$ cat config.mk
export PLATFORM = sky130hd
export DESIGN_NAME = id_ex_stage_reg
export DESIGN_NICKNAME = d
export VERILOG_FILES = /design/src/rtl/id_ex_stage_reg.sv
export SDC_FILE = /design/constraint.sdc
export NUM_CORES = 1
export LEC_CHECK = 0
export CAP_MARGIN = 5
export CORE_AREA = 2 2 136 138
export CTS_CLUSTER_SIZE = 16
export DETAILED_ROUTE_END_ITERATION = 8
export DIE_AREA = 0 0 138 140
export GPL_TIMING_DRIVEN = 0
export PLACE_DENSITY = 0.72
export RECOVER_POWER = 50
export REMOVE_ABC_BUFFERS = 1
export SETUP_SLACK_MARGIN = 0.15
export SYNTH_ARGS = -nofsm -noshare
export SYNTH_HDL_FRONTEND = slang
export SYNTH_SLANG_ARGS = --single-unit
$ cat constraint.sdc
create_clock -name clk -period 1.5 [get_ports clk]
set_clock_uncertainty 0.2 [all_clocks]
set_input_delay 0.3 -clock clk [delete_from_list [all_inputs] [get_ports clk]]
set_output_delay 0.3 -clock clk [all_outputs]
set_load 0.01 [all_outputs]
$ cat src/rtl/id_ex_stage_reg.sv
// id_ex_stage_reg: ID->EX pipeline register with operand forwarding and stall watchdog (optional perf counters via ID_EX_PERF_CNT_EN).
package id_ex_pkg;
  typedef enum logic [3:0] {
    OP_NO_OP    = 4'd0,
    OP_COMP     = 4'd1,
    OP_COMP_IMM = 4'd2,
    OP_LOAD     = 4'd3,
    OP_STORE    = 4'd4,
    OP_BRANCH   = 4'd5,
    OP_JAL      = 4'd6,
    OP_JALR     = 4'd7,
    OP_LUI      = 4'd8,
    OP_AUIPC    = 4'd9
  } decoded_opcode;
endpackage

module id_ex_stage_reg
  import id_ex_pkg::*;
#(
  parameter int DATA_WIDTH = 32,
  parameter int ADDR_WIDTH = 5,
  parameter int MAX_STALL  = 15
) (
  input  logic                  clk,
  input  logic                  rst,
  input  logic                  stall_i,
  input  logic                  clear_i,
  input  decoded_opcode         instr_type_i,
  input  logic [DATA_WIDTH-1:0] rs1_data_i,
  input  logic [DATA_WIDTH-1:0] rs2_data_i,
  input  logic [DATA_WIDTH-1:0] imm_i,
  input  logic [ADDR_WIDTH-1:0] write_addr_i,
  input  logic                  write_en_i,
  input  logic                  fwrd_opA_type1_i,
  input  logic                  fwrd_opA_type2_i,
  input  logic                  fwrd_opB_type1_i,
  input  logic                  fwrd_opB_type2_i,
  input  logic [DATA_WIDTH-1:0] ex_result_i,
  input  logic [DATA_WIDTH-1:0] wb_result_i,
  output decoded_opcode         instr_type_o,
  output logic [DATA_WIDTH-1:0] opA_o,
  output logic [DATA_WIDTH-1:0] opB_o,
  output logic [DATA_WIDTH-1:0] imm_o,
  output logic [ADDR_WIDTH-1:0] write_addr_o,
  output logic                  write_en_o,
  output logic                  valid_o,
  output logic                  stall_timeout_o,
  output logic [31:0]           perf_stall_cnt_o,
  output logic [31:0]           perf_clear_cnt_o
);
  localparam int CW = $clog2(MAX_STALL + 1);
  decoded_opcode         r_instr_type;
  logic [DATA_WIDTH-1:0] r_opa, r_opb, r_imm;
  logic [ADDR_WIDTH-1:0] r_write_addr;
  logic                  r_write_en, r_valid, r_timeout;
  logic [CW-1:0]         r_stall_cnt;
  logic [DATA_WIDTH-1:0] w_sel_a, w_sel_b;
  assign w_sel_a = fwrd_opA_type1_i ? ex_result_i : fwrd_opA_type2_i ? wb_result_i : rs1_data_i;
  assign w_sel_b = fwrd_opB_type1_i ? ex_result_i : fwrd_opB_type2_i ? wb_result_i : rs2_data_i;
  always_ff @(posedge clk) begin
    if (rst) begin
      r_instr_type <= OP_NO_OP;
      r_opa        <= '0;
      r_opb        <= '0;
      r_imm        <= '0;
      r_write_addr <= '0;
      r_write_en   <= 1'b0;
      r_valid      <= 1'b0;
      r_timeout    <= 1'b0;
      r_stall_cnt  <= '0;
    end else if (clear_i) begin
      r_instr_type <= OP_NO_OP;
      r_write_en   <= 1'b0;
      r_valid      <= 1'b0;
      r_stall_cnt  <= '0;
    end else if (stall_i) begin
      // timeout fires on the stall edge that finds the counter already saturated
      if (r_stall_cnt == CW'(MAX_STALL)) r_timeout <= 1'b1;
      else r_stall_cnt <= r_stall_cnt + 1'b1;
    end else begin
      r_instr_type <= instr_type_i;
      r_opa        <= w_sel_a;
      r_opb        <= w_sel_b;
      r_imm        <= imm_i;
      r_write_addr <= write_addr_i;
      r_write_en   <= write_en_i;
      r_valid      <= instr_type_i != OP_NO_OP;
      r_stall_cnt  <= '0;
    end
  end
  assign instr_type_o    = r_instr_type;
  assign opA_o           = r_opa;
  assign opB_o           = r_opb;
  assign imm_o           = r_imm;
  assign write_addr_o    = r_write_addr;
  assign write_en_o      = r_write_en;
  assign valid_o         = r_valid;
  assign stall_timeout_o = r_timeout;
`ifdef ID_EX_PERF_CNT_EN
  logic [31:0] r_perf_stall, r_perf_clear;
  always_ff @(posedge clk) begin
    if (rst) begin
      r_perf_stall <= '0;
      r_perf_clear <= '0;
    end else if (clear_i) r_perf_clear <= r_perf_clear + 32'd1;
    else if (stall_i) r_perf_stall <= r_perf_stall + 32'd1;
  end
  assign perf_stall_cnt_o = r_perf_stall;
  assign perf_clear_cnt_o = r_perf_clear;
`else
  assign perf_stall_cnt_o = '0;
  assign perf_clear_cnt_o = '0;
`endif
endmodule

# After elaboration in Yosys (flattened, before gate mapping)
# Index checks and enable logic that the tools add are counted.
op_classes:
  addsub: 1
  n_mul: 0
  div: 0
  order_cmp: 0
  eq_ne: 1
  n_shift: 0
  mux: 4
  bitwise: 2
  n_reduce_logical: 5
op_table:
  columns: ["operator", "n"]
  rows:
  - ["32-bit two-way mux", 4]
  - ["4-bit by 1-bit adder with 4-bit output (second input constant)", 1]
  - ["4-bit == test (second input constant)", 1]
  - ["4-bit nonzero test", 1]
  - ["3-bit AND reduction", 1]
  - ["3-bit OR reduction", 1]
  - ["1-bit inverter", 2]
  - ["2-bit AND reduction", 1]
  - ["2-bit OR reduction", 1]
word_totals:
  ff_bits: 112
  latch_bits: 0
  mem_bits_rw: 0
  romBits: 0
  output_inout_bits: 172
  word_cells: 22
  memories: 0

# Logic depth before layout (Yosys ltp)
logic_depth:
  word_depth: 2
  depth_mapped: 6
  ltp_nobuf: 4

# Worst setup path after synthesis
# OpenSTA, ideal clock, no wires.
synth_path:
  kind: "input -> register"
  from: "input stall_i"
  to: "register r_imm[15], in the netlist imm_o[15]"
  setup_ps: 132
  t_arrival_ps: 1078
  required_ps: 1168
  path_slack_ps: 90
  cell_stages: 6
  n_path_buf: 3
  path_cell_list: "buf_6 or2_1 buf_4 buf_4 nand2_1 a21oi_1"
synth_via:
  elab_chain_cells: 2
synth_rtl:
  columns: ["element", "line", "text"]
  rows:
  - ["from (decl)", "26", "input logic stall_i,"]
  - ["1-bit inverter (no source line)", null, null]
  - ["2-bit AND reduction (no source line)", null, null]
  - ["to (signal assigned)", "84", "r_imm <= imm_i;"]
  - ["to (decl)", "53", "logic [DATA_WIDTH-1:0] r_opa, r_opb, r_imm;"]
# No other way between the ends.
# A chain may end at the register's enable or synchronous reset.

# Final worst setup path
layout_path:
  from: "input wb_result_i[10]"
  to: "register r_opb[10], in the netlist opB_o[10]"
layout_via:
  elab_chain_cells: 2
layout_rtl:
  columns: ["element", "line", "text"]
  rows:
  - ["from (decl)", "39", "input logic [DATA_WIDTH-1:0] wb_result_i,"]
  - ["32-bit two-way mux (2 in series)", "59", "assign w_sel_b = fwrd_opB_type1_i ? ex_result_i : fwrd_opB_type2_i ? wb_result_i : rs2_data_i;"]
  - ["to (signal assigned)", "83", "r_opb <= w_sel_b;"]
  - ["to (decl)", "53", null]
# No other way between the ends.

==> flow_metrics.py <==
metrics = {
    "clock_tree": {
        "clock_latency_ns": 0.35,
        "cts-hold-fix-buffers": 0,
        "cts_num_sinks": 112,
        "cts_tree": "built",
        "cts_max_path_buffers": 2,
        "htreeDepth": 3,
        "cts_made_buffers": 9,
        "clk_pin_slew_ns": 0.08,
        "cts-root-buf": "clkbuf_16",
    },
    "yosys": {
        "synthTopCellsByArea": "dfxtp_1 38%, buf_4 10%, nand2_1 8.8%, a21oi_1 8.6%, mux2_2 8.1%",
        "synthArstFlopShare_pct": 0,
        "yosysTopAreaCell": "dfxtp_1",
        "yosysWarnings": 0,
        "yosysTopAreaCellShare_pct": 37.7,
        "synth_area_mm2": 0.00595,
        "ys.flop_type": "dfxtp_1",
        "synth_seq_cells": 112,
        "seq_area_frac_synth_pct": 37.7,
        "syn_area_per_cell_um2": 8.51,
        "netlist_instances": 699,
        "synth_edf_count": 0,
        "synth.distinct_cells": 26,
    },
    "final_layout": {
        "drive_gt1_share_pct": 29.8,
        "n_fill_cell": 1703,
        "multiInputGateArea_mm2": 0.00310,
        "diodes": 0,
        "final_util_pct": 50.1,
        "ff_latch_area_mm2": 0.00236,
        "nets": 1136,
        "syn_to_final_growth_pct": 49.6,
    },
    "timing": {
        "max_freq_ghz": 0.717,
        "setup_viol": 0,
        "rsz0062_at_grt": "true",
        "whs_ns": 0.0748,
        "fin_crit_sh_pct": 92.9,
        "maxSlewViolCount": 0,
        "finalHoldViolations": 0,
        "finalCriticalPeriod_ns": 1.39,
    },
    "floorplan": {
        "dieArea_mm2": 0.0193,
        "die_w_um": 138,
        "fp.dieH_um": 140,
        "core_mm2": 0.0178,
        "rows": 49,
        "initial_core_util_pct": 33.5,
        "num_io_pins": 350,
    },
    "placed_design": {
        "hpwl_um": 12900,
        "place_congestion": 0.800,
        "port_buffers": 285,
    },
    "power": {
        "vdd_drop_max_mv": 0.498,
        "total_leakage_power_uw": 0.00360,
        "cellPowerDensity_mw_per_mm2": 837,
    },
    "flow_run": {
        "drv_cap": 0,
    },
    "grt": {
        "grt_antenna_before_repair": 0,
        "grt_pass1_wl_um": 29900,
        "grt_pass1_vias": 5541,
        "gr-total-overflow": 0,
        "grt_use_total_pct": 19.5,
        "grt_max_degree": 55,
    },
    "setup_path": {
        "slowest_delay_ns": 0.59,
        "path_buf_inv": 1,
        "critical-path-top-delay-family": "buffers and inverters",
        "crit_slowest_cell": "dlygate4sd3_1",
        "worst-setup-path-type": "in -> reg",
        "cp-end-kind": "flop",
        "crit_chain": "dlygate4sd3_1, mux2_1, o211ai_1, a21oi_1",
        "arrival_ns": 1.44,
        "crit_fanout": 2,
        "crit_required_ns": 1.55,
        "critPathLaunchType": "primary input",
    },
    "routing": {
        "antenna_left": 0,
        "drt_iter0_drc": 167,
        "wl_per_cell_um": 16.7,
        "drc": 0,
        "vias": 5630,
        "wl_um": 19800,
        "first_pass_iters": 4,
        "vias_per_cell": 4.73,
    },
    "status": {
        "run_status": "completed",
    },
    "worst_hold_path": {
        "hp-class": "in -> reg",
    },
}
[path summary, 6_finish.rpt]
check / cells after the start / slack [ns] / from / endpoint
worst max register to register: 4 / 0.19 / r_stall_cnt[0]$_SDFFE_PP0P_ / r_stall_cnt[1]$_SDFFE_PP0P_
worst min-delay path: 2 / 0.07 / rst / opB_o[19]$_SDFFE_PP0P_
worst max-delay path: 4 / 0.11 / wb_result_i[10] / opB_o[10]$_SDFFE_PP0P_
worst min register to register: 2 / 0.25 / opB_o[6]$_SDFFE_PP0P_ / opB_o[6]$_SDFFE_PP0P_
[power breakdown]
part	leakage (uW)	switching, uW	internal, uW	total (uW)
clock network	0.000152	1210	1370	2590
logic	0.00250	741	908	1650
registers	0.000954	76.9	3140	3220
[per-layer routing]
layer	GRT usage (%)	up-vias	wire length [um]
met3	6.15	25	1560
met5	0	-	0
met4	6.12	0	491
met1	22.8	2598	8110
met2	34.0	235	9680
li1	-	2772	-
[cell usage after synthesis, drive strengths merged, types with 2 or more instances]
library cell  count
nand2           140
dfxtp           112
buf             106
a21oi           102
mux2             64
nand2b           64
o211ai           64
clkbuf           15
nor2             11
mux2i             6
or2               3
inv               2
nand3             2
[cells in the final DEF, fill, tap and decap left out, drive strengths merged]
master         count
buf              123
mux2              64
xnor2              1
dfxtp            112
a211oi             1
a21oi            102
or2                5
bufinv             1
o22ai              1
a31oi              1
clkinvlp           1
nor3               1
conb              64
clkbuf            16
dlygate4sd3        2
nor2              12
nand2b            64
bufbuf             3
nand2            140
clkinv             1
ha                 1
nand3              2
clkdlybuf4s50    168
o211ai            64
mux2i              6
o41ai              1
inv                5
[sequential cells by signal, indices dropped and copies added (netlist names)]
signal           flops
valid_o              1
opA_o               32
write_en_o           1
stall_timeout_o      1
instr_type_o         4
imm_o               32
write_addr_o         5
r_stall_cnt          4
opB_o               32
[kinds of logic after synthesis]
group | after synthesis | share of synthesized area [%]
AOI/OAI and AO/OA | 170 | 17.2
xor gates and xnor gates | 1 | 0.147
adders and majority gates | 1 | 0.210
buffers and inverters | 123 | 14.6
DFF | 112 | 37.7
muxes | 70 | 13.1
other | 1 | 0.0630
and+or+nand+nor | 221 | 17.0
[what timing repair did]
| item | CTS | global route |
|---|---|---|
| endpoints found under the hold margin | 0 | 0 |
| pin swaps | 2 | 0 |
| endpoints found under the setup margin | 220 | 103 |
| gates cloned | 6 | 2 |
| resized for setup | 500 | 83 |
| setup buffers | 4 | 1 |
[layout make-up]
type	count	share of cell area [%]
Tap cell	229	3.22
Inverter	2	0.0843
Clock inverter	6	0.843
Timing Repair Buffer	302	31.9
Clock buffer	10	2.68
Sequential cell	112	26.5
Multi-Input combinational cell	530	34.8
[metrics by stage]
stage | std cells | cell area, um2 | power [uW] | setup TNS [ns] | setup slack (ns)
finish | 1191 | 8900 | 7450 | 0 | 0.106
global route | 1191 | 8900 | 7810 | 0 | 0.0776
CTS | 1188 | 8640 | 7470 | 0 | 0.145
detailed placement | 1162 | 8600 | 4910 | -111.40 | -1.11
global placement | 1155 | 8470 | 4880 | -384.86 | -3.76
floorplan | 641 | 5330 | 3850 | -130.88 | -1.34
Note: power is estimated with default switching activity, not from simulation.
